<file path="src/rtl/dct_pkg.sv">
// Shared definitions for the distributed-arithmetic 8-point DCT engine:
// FSM encoding, fractional-width derivation and the cosine coefficient tables.
package dct_pkg;

    typedef enum logic [1:0] {
        IDLE,
        BFLY,
        CALC,
        OUT
    } state_t;

    function automatic int frac_w(input int coef_w);
        frac_w = coef_w - 2;
    endfunction

    // c(k,n) for COEF_W = 16, rounded half away from zero so even-k rows cancel exactly
    localparam int COEF16 [8][4] = '{
        '{ 5793,  5793,  5793,  5793},
        '{ 8035,  6811,  4551,  1598},
        '{ 7568,  3135, -3135, -7568},
        '{ 6811, -1598, -8035, -4551},
        '{ 5793, -5793, -5793,  5793},
        '{ 4551, -8035,  1598,  6811},
        '{ 3135, -7568,  7568, -3135},
        '{ 1598, -4551,  6811, -8035}
    };

    // Elaboration-time generator; other widths fold the angle into the first
    // quadrant and evaluate cos with a Taylor series before symmetric rounding.
    function automatic int coef_val(input int coef_w, input int k, input int n);
        int  m;
        int  sgn;
        real x;
        real term;
        real sum;
        real scale;
        if (coef_w == 16) begin
            coef_val = COEF16[k][n];
        end else begin
            m   = ((2 * n + 1) * k) % 32;
            sgn = 1;
            if (m > 16) m = 32 - m;
            if (m > 8) begin
                m   = 16 - m;
                sgn = -1;
            end
            x    = real'(m) * 3.14159265358979323846 / 16.0;
            term = 1.0;
            sum  = 1.0;
            for (int i = 1; i < 12; i++) begin
                term = -term * x * x / real'((2 * i - 1) * (2 * i));
                sum  = sum + term;
            end
            scale = 0.5 * sum;
            if (k == 0) scale = scale * 0.70710678118654752;
            for (int i = 0; i < coef_w - 2; i++) scale = scale * 2.0;
            coef_val = sgn * $rtoi(scale + 0.5);
        end
    endfunction

    function automatic int rom_entry(input int coef_w, input int k, input int a);
        rom_entry = 0;
        for (int n = 0; n < 4; n++) begin
            if (((a >> n) & 1) != 0) rom_entry = rom_entry + coef_val(coef_w, k, n);
        end
    endfunction

    function automatic logic [2:0] lowest_bit(input logic [7:0] m);
        lowest_bit = 3'd0;
        for (int i = 7; i >= 0; i--) begin
            if (m[i]) lowest_bit = 3'(i);
        end
    endfunction

endpackage

</file>
<file path="src/rtl/dct8_coef_rom.sv">
// Distributed-arithmetic partial-sum ROM: entry[k][a] is the sum of c(k,n)
// over the set bits n of a. Registered output, one cycle of latency.
module dct8_coef_rom
    import dct_pkg::*;
#(
    parameter int COEF_W = 16
) (
    input  logic                     clk,
    input  logic                     rst,
    input  logic [2:0]               k_i,
    input  logic [3:0]               addr_i,
    output logic signed [COEF_W+1:0] entry_o
);

    localparam int ROM_W = COEF_W + 2;

    logic signed [ROM_W-1:0] table_w [128];
    logic signed [ROM_W-1:0] entry_q;

    for (genvar g = 0; g < 128; g++) begin : g_entry
        localparam int VALUE = rom_entry(COEF_W, g / 16, g % 16);
        assign table_w[g] = ROM_W'(VALUE);
    end

    always_ff @(posedge clk or posedge rst) begin
        if (rst) begin
            entry_q <= '0;
        end else begin
            entry_q <= table_w[{k_i, addr_i}];
        end
    end

    assign entry_o = entry_q;

endmodule

</file>
<file path="src/rtl/dct8_da_engine.sv">
// Time-multiplexed 8-point 1-D DCT using bit-serial distributed arithmetic.
// Optional build macro DCT_ROUND_EN rounds results to integer instead of full precision.
module dct8_da_engine
    import dct_pkg::*;
#(
    parameter int DATA_W = 8,
    parameter int COEF_W = 16,
    parameter int OUT_W  = DATA_W + COEF_W + 3
) (
    input  logic                    clk,
    input  logic                    rst,
    input  logic                    in_valid,
    output logic                    in_ready,
    input  logic [8*DATA_W-1:0]     in_x,
    input  logic [7:0]              in_mask,
    output logic                    out_valid,
    input  logic                    out_ready,
    output logic signed [OUT_W-1:0] out_data,
    output logic [2:0]              out_idx,
    output logic                    out_last
);

    localparam int B     = DATA_W + 1;
    localparam int ROM_W = COEF_W + 2;
    localparam int ACC_W = DATA_W + COEF_W + 3;
    localparam int CNT_W = $clog2(B + 1);

    if (OUT_W < DATA_W + COEF_W + 3) begin : g_out_w_check
        $error("dct8_da_engine: OUT_W must be at least DATA_W+COEF_W+3");
    end

    state_t                  state_q;
    logic [8*DATA_W-1:0]     x_q;
    logic [7:0]              mask_q;
    logic signed [B-1:0]     s_q [4];
    logic signed [B-1:0]     d_q [4];
    logic [2:0]              k_q;
    logic [CNT_W-1:0]        cnt_q;
    logic signed [ACC_W-1:0] acc_q;
    logic                    out_valid_q;
    logic                    out_last_q;
    logic [2:0]              out_idx_q;
    logic signed [OUT_W-1:0] out_data_q;

    logic signed [DATA_W-1:0] xs [8];
    logic [3:0]               addr_d;
    logic [CNT_W-1:0]         bit_idx;
    logic signed [ROM_W-1:0]  rom_q;
    logic signed [ACC_W-1:0]  rom_ext;
    logic signed [ACC_W-1:0]  acc_d;
    logic signed [OUT_W-1:0]  result_d;
    logic [2:0]               next_k;
    logic [7:0]               mask_clr;

    always_comb begin
        for (int i = 0; i < 8; i++) begin
            xs[i] = x_q[i*DATA_W +: DATA_W];
        end
        next_k   = lowest_bit(mask_q);
        mask_clr = mask_q & ~(8'd1 << next_k);
    end

    // Cycle cnt of CALC addresses bit B-1-cnt; the ROM answers one cycle later.
    always_comb begin
        addr_d  = '0;
        bit_idx = CNT_W'(B - 1) - cnt_q;
        if (cnt_q < CNT_W'(B)) begin
            for (int n = 0; n < 4; n++) begin
                addr_d[n] = k_q[0] ? d_q[n][bit_idx] : s_q[n][bit_idx];
            end
        end
    end

    always_comb begin
        rom_ext = ACC_W'(rom_q);
        if (cnt_q == CNT_W'(1)) begin
            acc_d = -rom_ext;
        end else begin
            acc_d = (acc_q <<< 1) + rom_ext;
        end
    end

`ifdef DCT_ROUND_EN
    localparam int                FRAC_W = frac_w(COEF_W);
    localparam int                RND_W  = ACC_W + 1;
    localparam logic signed [ACC_W:0] HALF = RND_W'(1) <<< (FRAC_W - 1);

    logic signed [ACC_W:0] rnd_d;

    always_comb begin
        rnd_d    = RND_W'(acc_d) + HALF;
        result_d = OUT_W'(rnd_d >>> FRAC_W);
    end
`else
    always_comb begin
        result_d = OUT_W'(acc_d);
    end
`endif

    dct8_coef_rom #(
        .COEF_W (COEF_W)
    ) u_rom (
        .clk     (clk),
        .rst     (rst),
        .k_i     (k_q),
        .addr_i  (addr_d),
        .entry_o (rom_q)
    );

    always_ff @(posedge clk or posedge rst) begin
        if (rst) begin
            state_q     <= IDLE;
            x_q         <= '0;
            mask_q      <= '0;
            k_q         <= '0;
            cnt_q       <= '0;
            acc_q       <= '0;
            out_valid_q <= 1'b0;
            out_last_q  <= 1'b0;
            out_idx_q   <= '0;
            out_data_q  <= '0;
            for (int i = 0; i < 4; i++) begin
                s_q[i] <= '0;
                d_q[i] <= '0;
            end
        end else begin
            case (state_q)
                IDLE: begin
                    if (in_valid) begin
                        x_q     <= in_x;
                        mask_q  <= in_mask;
                        state_q <= BFLY;
                    end
                end
                BFLY: begin
                    for (int i = 0; i < 4; i++) begin
                        s_q[i] <= B'(xs[i]) + B'(xs[7-i]);
                        d_q[i] <= B'(xs[i]) - B'(xs[7-i]);
                    end
                    if (mask_q == 8'd0) begin
                        state_q <= IDLE;
                    end else begin
                        k_q     <= next_k;
                        mask_q  <= mask_clr;
                        cnt_q   <= '0;
                        state_q <= CALC;
                    end
                end
                CALC: begin
                    cnt_q <= cnt_q + CNT_W'(1);
                    if (cnt_q != '0) acc_q <= acc_d;
                    if (cnt_q == CNT_W'(B)) begin
                        out_valid_q <= 1'b1;
                        out_data_q  <= result_d;
                        out_idx_q   <= k_q;
                        out_last_q  <= (mask_q == 8'd0);
                        state_q     <= OUT;
                    end
                end
                OUT: begin
                    if (out_ready) begin
                        out_valid_q <= 1'b0;
                        if (mask_q != 8'd0) begin
                            k_q     <= next_k;
                            mask_q  <= mask_clr;
                            cnt_q   <= '0;
                            state_q <= CALC;
                        end else begin
                            state_q <= IDLE;
                        end
                    end
                end
                default: state_q <= IDLE;
            endcase
        end
    end

    assign in_ready  = (state_q == IDLE);
    assign out_valid = out_valid_q;
    assign out_data  = out_data_q;
    assign out_idx   = out_idx_q;
    assign out_last  = out_last_q;

endmodule

</file>
<file path="config.mk">
export PLATFORM = sky130hd
export DESIGN_NAME = dct8_da_engine
export DESIGN_NICKNAME = d
export VERILOG_FILES = /design/src/rtl/dct_pkg.sv /design/src/rtl/dct8_coef_rom.sv /design/src/rtl/dct8_da_engine.sv
export SDC_FILE = /design/constraint.sdc
export NUM_CORES = 1
export LEC_CHECK = 0
export CAP_MARGIN = 20
export CORE_UTILIZATION = 35
export CTS_CLUSTER_SIZE = 28
export DETAILED_ROUTE_END_ITERATION = 10
export GPL_ROUTABILITY_DRIVEN = 1
export PLACE_DENSITY_LB_ADDON = 0.08
export SYNTH_ARGS = -nofsm -noshare
export SYNTH_HDL_FRONTEND = slang
export SYNTH_SLANG_ARGS = --single-unit
</file>
<file path="constraint.sdc">
create_clock -name clk -period 10 [get_ports clk]
set_input_delay 2.5 -clock clk [delete_from_list [all_inputs] [get_ports clk]]
set_output_delay 2.5 -clock clk [all_outputs]
set_load 0.01 [all_outputs]
</file>
Word level (Yosys, flattened, before mapping) --
Memories as Yosys holds them, arrays and structs flattened. A register that Yosys moved wholly into a read port is not among the register bits. Index checks and enable logic that the tools add are counted. W data, S select, Z words.
Cells by class: add/sub/neg operators 12, bitwise gates (word level) 3, shift-type cells 1, $lt $le $gt $ge 2, multiplexer cells 52, reductions and logical operators 16, eq/ne operators 10
Operator list (number):
- $add A8 B8 Y9 | 4
- $sub A8 B8 Y9 | 4
- $mux W3 | 11
- $bmux W1 S4 | 8
- $mux W8 | 4
- $add A27 B18 Y27 | 1
- $mux W27 | 1
- $neg A18 Y27 | 1
- $pmux W8 S3 | 1
- $mux W4 | 4
- $mux W1 | 14
- $pmux W4 S3 | 1
- $mux W2 | 5
- $ne A2 B2 Y1 const B | 5
- $and A8 B8 Y8 | 1
- $logic_not A8 Y1 | 1
- $not A7 Y8 | 1
- $not A8 Y8 | 1
- $pmux W2 S4 | 1
- $reduce_and A4 Y1 | 2
- $reduce_bool A8 Y1 | 1
- $shl A1 B3 Y8 const A | 1
- $pmux W3 S2 | 1
- $reduce_and A2 Y1 | 3
- other kinds (15) | 19
Word-level totals: memory bits (read-only) 2304, register bits after elaboration 211, memories 1, input bits 76
Memories:
- (no name shown) | depth 128, bits a word 18, read ports 1, clocked after memory_dff 1, write ports 0, line dct8_coef_rom.sv:29 | entry_q <= table_w[{k_i, addr_i}];

Longest topological paths before layout --
Gate-level depths: netlist of the first run.
depth after elaboration 14, depth in mapped cells 20

Modules after synthesis --
A second synthesis of the first run with hierarchy kept.
Unflattened totals: cell total of the unflattened synthesis 1853, area total of the unflattened synthesis 15812.7 um^2
Modules (own cells, without submodules):
- dct8_da_engine | area an instance 12828.6 um^2, cells an instance 1431, sequential area each 5180.0 um^2, times used 1
- dct8_coef_rom | area an instance 2984.1 um^2, cells an instance 422, sequential area each 400.4 um^2, times used 1

Worst setup path before layout of the first run --
OpenSTA, ideal clock, no wires.
path kind flip-flop to flip-flop, start point register cnt_q[0], end point register u_rom.entry_q[10] (netlist: u_rom.entry_o[10]), path slack 5.831 ns, arrival time 4.022 ns, period minus slack after synthesis 4.169 ns, setup time 0.146 ns, required time 9.854 ns, cell stages (with the launch flop) 21, buffers on the path 6, path through dfrtp_1 > buf_6 > buf_6 > buf_4 > inv_1 > ha_1 > buf_2 > buf_2 > mux4_2 > mux2i_1 > o2bb2ai_1 > o221ai_4 > inv_2 > buf_2 > ha_1 > inv_1 > nor2_1 > or4_1 > and3_1 > a221oi_2 > a2111oi_2
On the way: cells in the longest elaborated chain, start to end 6, elaborated cells between the ends (all ways) 24, those cells by class add/sub: 1; order compare: 1; mux: 21; bitwise: 1
Ends and longest elaborated chain:
- from (decl) | line dct8_da_engine.sv:38 | logic [CNT_W-1:0] cnt_q;
- from (signal assigned) | line dct8_da_engine.sv:150 | cnt_q <= cnt_q + CNT_W'(1);
- $sub A4 B4 Y4 | line dct8_da_engine.sv:66 | bit_idx = CNT_W'(B - 1) - cnt_q;
- $bmux W1 S4 | line dct8_da_engine.sv:69 | addr_d[n] = k_q[0] ? d_q[n][bit_idx] : s_q[n][bit_idx];
- $mux W1 (implied by the code) | line dct8_da_engine.sv:69
- $mux W1 | line dct8_da_engine.sv:69
- $mux W4 (*) | line dct8_da_engine.sv:67 | if (cnt_q < CNT_W'(B)) begin
- $not A7 Y8 (implied by the code) (*) | line dct8_coef_rom.sv:29
- to (decl) | line dct8_coef_rom.sv:18 | logic signed [ROM_W-1:0] entry_q;
Mark *: on every way between the ends. The rest lies on a longest branch, timed or not. The select of a mux whose other input is x is not followed. A chain may end at the register's enable or synchronous reset.

Worst setup path in the final report of the first run --
start point register cnt_q[0], end point register u_rom.entry_q[0] (netlist: u_rom.entry_o[0])
Same word-level chain as after synthesis.

==> results of run 1 <==
-- area by class of cell --
class / count / share of cell area (%)
multi-input combinational: 1340 / 49.89
tap: 539 / 3.858
inverter: 84 / 1.861
timing repair buffer: 125 / 6.915
clock buffer: 40 / 4.667
clock inverter: 10 / 0.8805
sequential: 223 / 31.93
-- per-layer routing --
metal,track usage (%),part of all wire (%),vias up
met5,0,0,-
met4,6.897,3.3,0
met3,2.978,5.5,96
met2,32.88,45,382
met1,28.10,46,6109
li1,-,-,6244
-- cells in the final DEF, fill, tap and decap left out, types with 16 or more instances in the layout --
| master | count |
|---|---|
| sky130_fd_sc_hd__a21o_1 | 36 |
| sky130_fd_sc_hd__a21oi_1 | 125 |
| sky130_fd_sc_hd__buf_4 | 17 |
| sky130_fd_sc_hd__clkbuf_16 | 28 |
| sky130_fd_sc_hd__clkdlybuf4s50_1 | 108 |
| sky130_fd_sc_hd__dfrtp_1 | 223 |
| sky130_fd_sc_hd__ha_1 | 107 |
| sky130_fd_sc_hd__inv_1 | 80 |
| sky130_fd_sc_hd__mux4_2 | 16 |
| sky130_fd_sc_hd__nand2_1 | 315 |
| sky130_fd_sc_hd__nand2b_1 | 16 |
| sky130_fd_sc_hd__nand3_1 | 24 |
| sky130_fd_sc_hd__nor2_1 | 122 |
| sky130_fd_sc_hd__nor3_1 | 22 |
| sky130_fd_sc_hd__o21ai_0 | 192 |
| sky130_fd_sc_hd__o21bai_1 | 16 |
| sky130_fd_sc_hd__xnor2_1 | 67 |
| sky130_fd_sc_hd__xor2_1 | 16 |
-- sequential cells by signal, summed over array words and instances (netlist names), named ones only --
name,count
cnt_q,4
s_q,36
acc_q,26
state_q,1
out_idx,3
out_data,27
out_valid,1
x_q,64
mask_q,8
out_last,1
u_rom.entry_o,16
d_q,32
k_q,3
-- through the flow --
stage	util (%)	instances	setup slack, ns	instance area [µm²]	hold WS [ns]
after detailed placement	39.10	2311	4.703	16510	0.4663
after CTS	41.39	2361	4.663	17480	0.4810
final	41.39	2361	4.621	17480	0.4731
after global placement	39.10	2311	4.780	16510	0.4606
after floorplan	-	1755	1.394	15090	0.4441
after global routing	41.39	2361	4.300	17480	0.5023
-- worst max-delay path by stage --
stage	from	endpoint
3_5_place_dp	cnt_q[0]	u_rom.entry_o[0]
2_1_floorplan	rst	asynchronous set/reset pin
6_report	cnt_q[0]	u_rom.entry_o[0]
3_3_place_gp	cnt_q[0]	u_rom.entry_o[1]
4_1_cts	cnt_q[0]	u_rom.entry_o[0]
5_1_grt	cnt_q[0]	u_rom.entry_o[9]
-- critical path, delay by kind of cell (launching register included) --
kind            cells  cell delay, ns
fa+ha+maj           2            1.59
compound gates      3            1.01
buf+inv             3            0.96
mux                 1            0.59
xor+xnor            1            0.45
flops               1            0.32
simple gates        3            0.27
-- kinds of logic after synthesis --
family | synth area share, %
flops | 36.99
mux | 3.964
xor+xnor | 5.109
fa+ha+maj | 10.07
simple gates | 16.03
compound gates | 22.47
buf+inv | 5.366
==> impl_metrics.json, run 1 <==
{
  "status": "complete, no violations",
  "routed-via-count": 12830,
  "most_used_standard_cell_by_instance_count_after_synthesis": "sky130_fd_sc_hd__nand2_1",
  "synth_flop_cell": "sky130_fd_sc_hd__dfrtp_1",
  "count_of_antenna_diodes_in_the_layout": 0,
  "register_area_um2": 5580,
  "mappedNetlistNets": 1947,
  "final_period_minus_worst_setup_slack_ns": 5.379,
  "timing.final.setup_violations": 0,
  "drive_above_1_share_pct": 6.641,
  "cp_data_required_time_ns": 10.42,
  "cts_tree": "built",
  "fp.dieArea_um2": 43940,
  "tritoncts_num_sinks": 223,
  "worst_hold_class": "flip-flop to flip-flop",
  "synth_seq_cells": 223,
  "first_iter_violations": 1018,
  "critPathSlowestCell": "sky130_fd_sc_hd__ha_1",
  "synth-edff-count": 0,
  "max_stage_delay_ns": 0.81,
  "worst_setup_path_start_kind": "flip-flop",
  "timing_max_transition_violations_final": 0,
  "yosysTopAreaCell": "sky130_fd_sc_hd__dfrtp_1",
  "max-slew-margin-rel_pct": 32.19,
  "average_wire_per_cell_in_the_routed_design_um": 18.98,
  "hold_path.startpoint": "out_data[9]",
  "setup_tns_ns": 0,
  "coreArea_um2": 42230,
  "cts_buffer_depth": 3,
  "global_route_total_overflow": 0,
  "syn_to_final_growth_pct": 15.86,
  "dpl.hpwl_um": 31810,
  "clock_skew_ns": 0.02107,
  "detail_route.vias_per_cell": 5.435,
  "antenna_violating_nets_post_route": 0,
  "final_nets": 1994,
  "floorplan.initialDensity_pct": 35.73,
  "syn_area_um2": 15090,
  "clock_insertion_delay_worst_skew_ns": 0.58,
  "fillCellCount": 4273,
  "grtUsageTotal_pct": 20.44,
  "ordered_list_of_cells_on_the_worst_path": "buf_4 -> inv_1 -> ha_1 -> mux4_2 -> nor2_1 -> nor3_1 -> o221ai_4 -> ha_1 -> clkinv_1 -> xnor2_1 -> nor2_1 -> a2111oi_0 -> a21oi_1",
  "critical_path.reg2reg.endpoint": "u_rom.entry_o[0]",
  "grt_start_max_net_pins": 125,
  "synth_top_cells_by_area": "sky130_fd_sc_hd__dfrtp_1, sky130_fd_sc_hd__ha_1, sky130_fd_sc_hd__nand2_1",
  "clk_pin_slew_ns": 0.06,
  "h-tree-depth": 1,
  "cts_hold_buffers": 0,
  "async_reset_ff_share_pct": 100.0,
  "number_of_cells_upsized_or_downsized_after_cts": 0,
  "route.detailed.drc": 0,
  "post_cts_buffers": 0,
  "io_pins": 109,
  "cts.root.buffer_cell": "sky130_fd_sc_hd__clkbuf_16",
  "yosysSeqAreaShare_pct": 36.99,
  "fmax_mhz": 185.9,
  "min_to": "out_data[9]",
  "multi_input_area_um2": 8721,
  "worst_margin_slew_ns": 1.017,
  "grt_setup_unrepaired": "false",
  "fin_crit_sh_pct": 53.79,
  "antenna_violations_before_repair": 0,
  "drv_cap": 0,
  "placement_rows": 75,
  "number_of_global_route_vias_before_repair": 12800,
  "yosysUniqueCellTypes": 83,
  "rrSetupSlack_ns": 4.62,
  "wirelength_um": 44820,
  "worst-setup-path-type": "flip-flop to flip-flop",
  "die_height_um": 209.6,
  "place.port_buffers": 108,
  "critical_path.endpoint_type": "flip-flop",
  "synthDominantCellAreaShare_pct": 36.99,
  "yosys_warnings": 0,
  "postSynthAreaPerCell_um2": 8.597,
  "holdPathStages": 2,
  "synthesis.instances": 1755,
  "critical_path_peak_fanout": 25,
  "gpl.final_weighted_congestion": 1.000,
  "worstPathArrival_ns": 5.80,
  "cts_inserted_buffers": 28,
  "synth.top_cells.by_count": "sky130_fd_sc_hd__nand2_1, sky130_fd_sc_hd__dfrtp_1, sky130_fd_sc_hd__o21ai_0, sky130_fd_sc_hd__a21oi_1, sky130_fd_sc_hd__nor2_1",
  "reg2reg_depth": 13,
  "final-hold-violation-count": 0,
  "floorplan.die.width_um": 209.6,
  "timing.rr.start": "cnt_q[0]",
  "grt_pass1_wl_um": 71950,
  "first_pass_iters": 6
}
Power of run 1 is left out: the tool's default activity adds up to more than one toggle a clock period on the data nets, which glitch-free logic cannot reach.
==> inputs of run 2 (changes only) <==
Clock period 10 ns to 5.5 ns, I/O delays scaled along.
==> run 2 against run 1 <==
Routed wire length grew 0.80%. Critical path depth rose by 1. Setup slack worse by 4.2 ns. Design area barely moved. Sequential share of layout area is essentially flat. Core utilization hardly changed. Non-clock buffer count increased by 9. Critical path type unchanged. Critical endpoint is now u_rom.entry_o[10]. Highest routed layer unchanged.
==> impl_metrics.json, run 2 (synthesized netlist as in run 1, its figures left out) <==
{
  "status": "complete, no violations",
  "regMostFlops": "x_q",
  "clock_insertion_delay_worst_skew_ns": 0.56,
  "cts_inserted_buffers": 29,
  "detail_route.vias_per_cell": 5.416,
  "largest_reg_flops": 64,
  "floorplan.die.width_um": 209.6,
  "cp_data_required_time_ns": 5.91,
  "first_iter_violations": 1011,
  "final-hold-violation-count": 0,
  "wirelength_um": 45180,
  "global_route_total_overflow": 0,
  "antenna_violations_before_repair": 0,
  "cts_tree": "built",
  "timing.final.setup_violations": 0,
  "top_regs": "x_q x64, s_q x36, d_q x32",
  "cts_buffer_depth": 3,
  "fmax_mhz": 197.6,
  "syn_to_final_growth_pct": 15.92,
  "floorplan.initialDensity_pct": 35.73,
  "die_height_um": 209.6,
  "first_pass_iters": 5,
  "worst_margin_slew_ns": 1.001,
  "grt_pass1_wl_um": 73330,
  "grtUsageTotal_pct": 20.94,
  "ordered_list_of_cells_on_the_worst_path": "inv_1 -> ha_1 -> mux4_2 -> nor2_1 -> nor3_1 -> o221ai_4 -> inv_2 -> ha_1 -> inv_1 -> nor2_1 -> or4_1 -> and3_1 -> a221oi_2 -> a2111oi_2",
  "post_cts_buffers": 0,
  "tritoncts_num_sinks": 223,
  "fp.dieArea_um2": 43940,
  "average_wire_per_cell_in_the_routed_design_um": 19.05,
  "dpl.hpwl_um": 32170,
  "cts_hold_buffers": 0,
  "gpl.final_weighted_congestion": 0.9611,
  "h-tree-depth": 1,
  "routed-via-count": 12850,
  "critical_path.endpoint_type": "flip-flop",
  "io_pins": 109,
  "final_nets": 2004,
  "cts.root.buffer_cell": "sky130_fd_sc_hd__clkbuf_16",
  "count_of_antenna_diodes_in_the_layout": 0,
  "clk_pin_slew_ns": 0.06,
  "worst_hold_class": "flip-flop to flip-flop",
  "drv_cap": 0,
  "grt_setup_unrepaired": "false",
  "coreArea_um2": 42230,
  "number_of_global_route_vias_before_repair": 12950,
  "final_common_cell": "sky130_fd_sc_hd__nand2_1",
  "place.port_buffers": 108,
  "route.detailed.drc": 0,
  "timing_max_transition_violations_final": 0,
  "setup_tns_ns": 0,
  "drive_above_1_share_pct": 7.147,
  "grt_start_max_net_pins": 150,
  "clock_skew_ns": 0.007911,
  "critical_path_peak_fanout": 18,
  "placement_rows": 75,
  "final_period_minus_worst_setup_slack_ns": 5.060,
  "max-slew-margin-rel_pct": 33.03,
  "number_of_cells_upsized_or_downsized_after_cts": 0,
  "worst_setup_path_start_kind": "flip-flop",
  "max_stage_delay_ns": 0.83,
  "fin_crit_sh_pct": 91.99,
  "worst-setup-path-type": "flip-flop to flip-flop",
  "antenna_violating_nets_post_route": 0,
  "critPathSlowestCell": "sky130_fd_sc_hd__ha_1",
  "commonest_cells_after_routing_fill_and_taps_aside": "sky130_fd_sc_hd__nand2_1, sky130_fd_sc_hd__dfrtp_1, sky130_fd_sc_hd__o21ai_0",
  "worstPathArrival_ns": 5.47
}
-- run 2: cell count changes in the layout (fill, tap and decap cells not counted), moves of 2 or more --
cell	before	now
sky130_fd_sc_hd__clkinvlp_4	0	3
sky130_fd_sc_hd__bufinv_16	3	0
sky130_fd_sc_hd__clkinv_2	5	7
sky130_fd_sc_hd__buf_4	17	25
-- run 2: per-stage QoR --
step / std cells / cell area, µm² / utilization [%] / worst slack (ns) / hold WS [ns]
6_report: 2372 / 17490 / 41.42 / 0.4404 / 0.4749
3_5_place_dp: 2320 / 16590 / 39.28 / 0.5629 / 0.4656
3_3_place_gp: 2320 / 16590 / 39.28 / 0.6605 / 0.4613
4_1_cts: 2372 / 17490 / 41.42 / 0.5447 / 0.4796
5_1_grt: 2372 / 17490 / 41.42 / 0.1061 / 0.4943
2_1_floorplan: 1755 / 15090 / - / 1.215 / 0.4441
-- run 2: worst max-delay path: cells and delay by family (launching register included) --
family                   cells  cell delay, ns
buffers and inverters        3            0.73
AND/OR/NAND/NOR              5            1.01
AO/OA/AOI/OAI                3            0.81
flip-flops                   1            0.48
adder cells (fa/ha/maj)      2            1.26
multiplexers                 1            0.59
-- run 2: routing by layer --
metal / vias up / global-route usage, % / wire length [µm]
met4: 0 / 6.116 / 1346
met1: 6114 / 28.65 / 20540
met5: - / 0 / 0
met2: 364 / 34.39 / 21040
li1: 6278 / - / -
met3: 91 / 2.903 / 2251
-- run 2: area by class of cell --
type,instances,area [µm²]
Clock buffer,42,844.6
Clock inverter,10,58.81
Fill cell,4287,24740
Inverter,84,321.6
Multi-Input combinational cell,1340,8721
Sequential cell,223,5580
Tap cell,539,674.4
Timing Repair Buffer,134,1289
-- run 2: worst paths after layout --
check / startpoint / to / slack, ns / cells past startpoint
max in group asynchronous: rst / x_q[58] / 3.40 / 3
hold reg to reg: out_data[0] / out_data[0] / 0.47 / 2
setup reg to reg: cnt_q[1] / u_rom.entry_o[10] / 0.44 / 14
setup / recovery: cnt_q[1] / u_rom.entry_o[10] / 0.44 / 14
min in group asynchronous: rst / acc_q[21] / 1.28 / 3
hold / removal: out_data[0] / out_data[0] / 0.47 / 2
Power of run 2 is left out for the same reason.
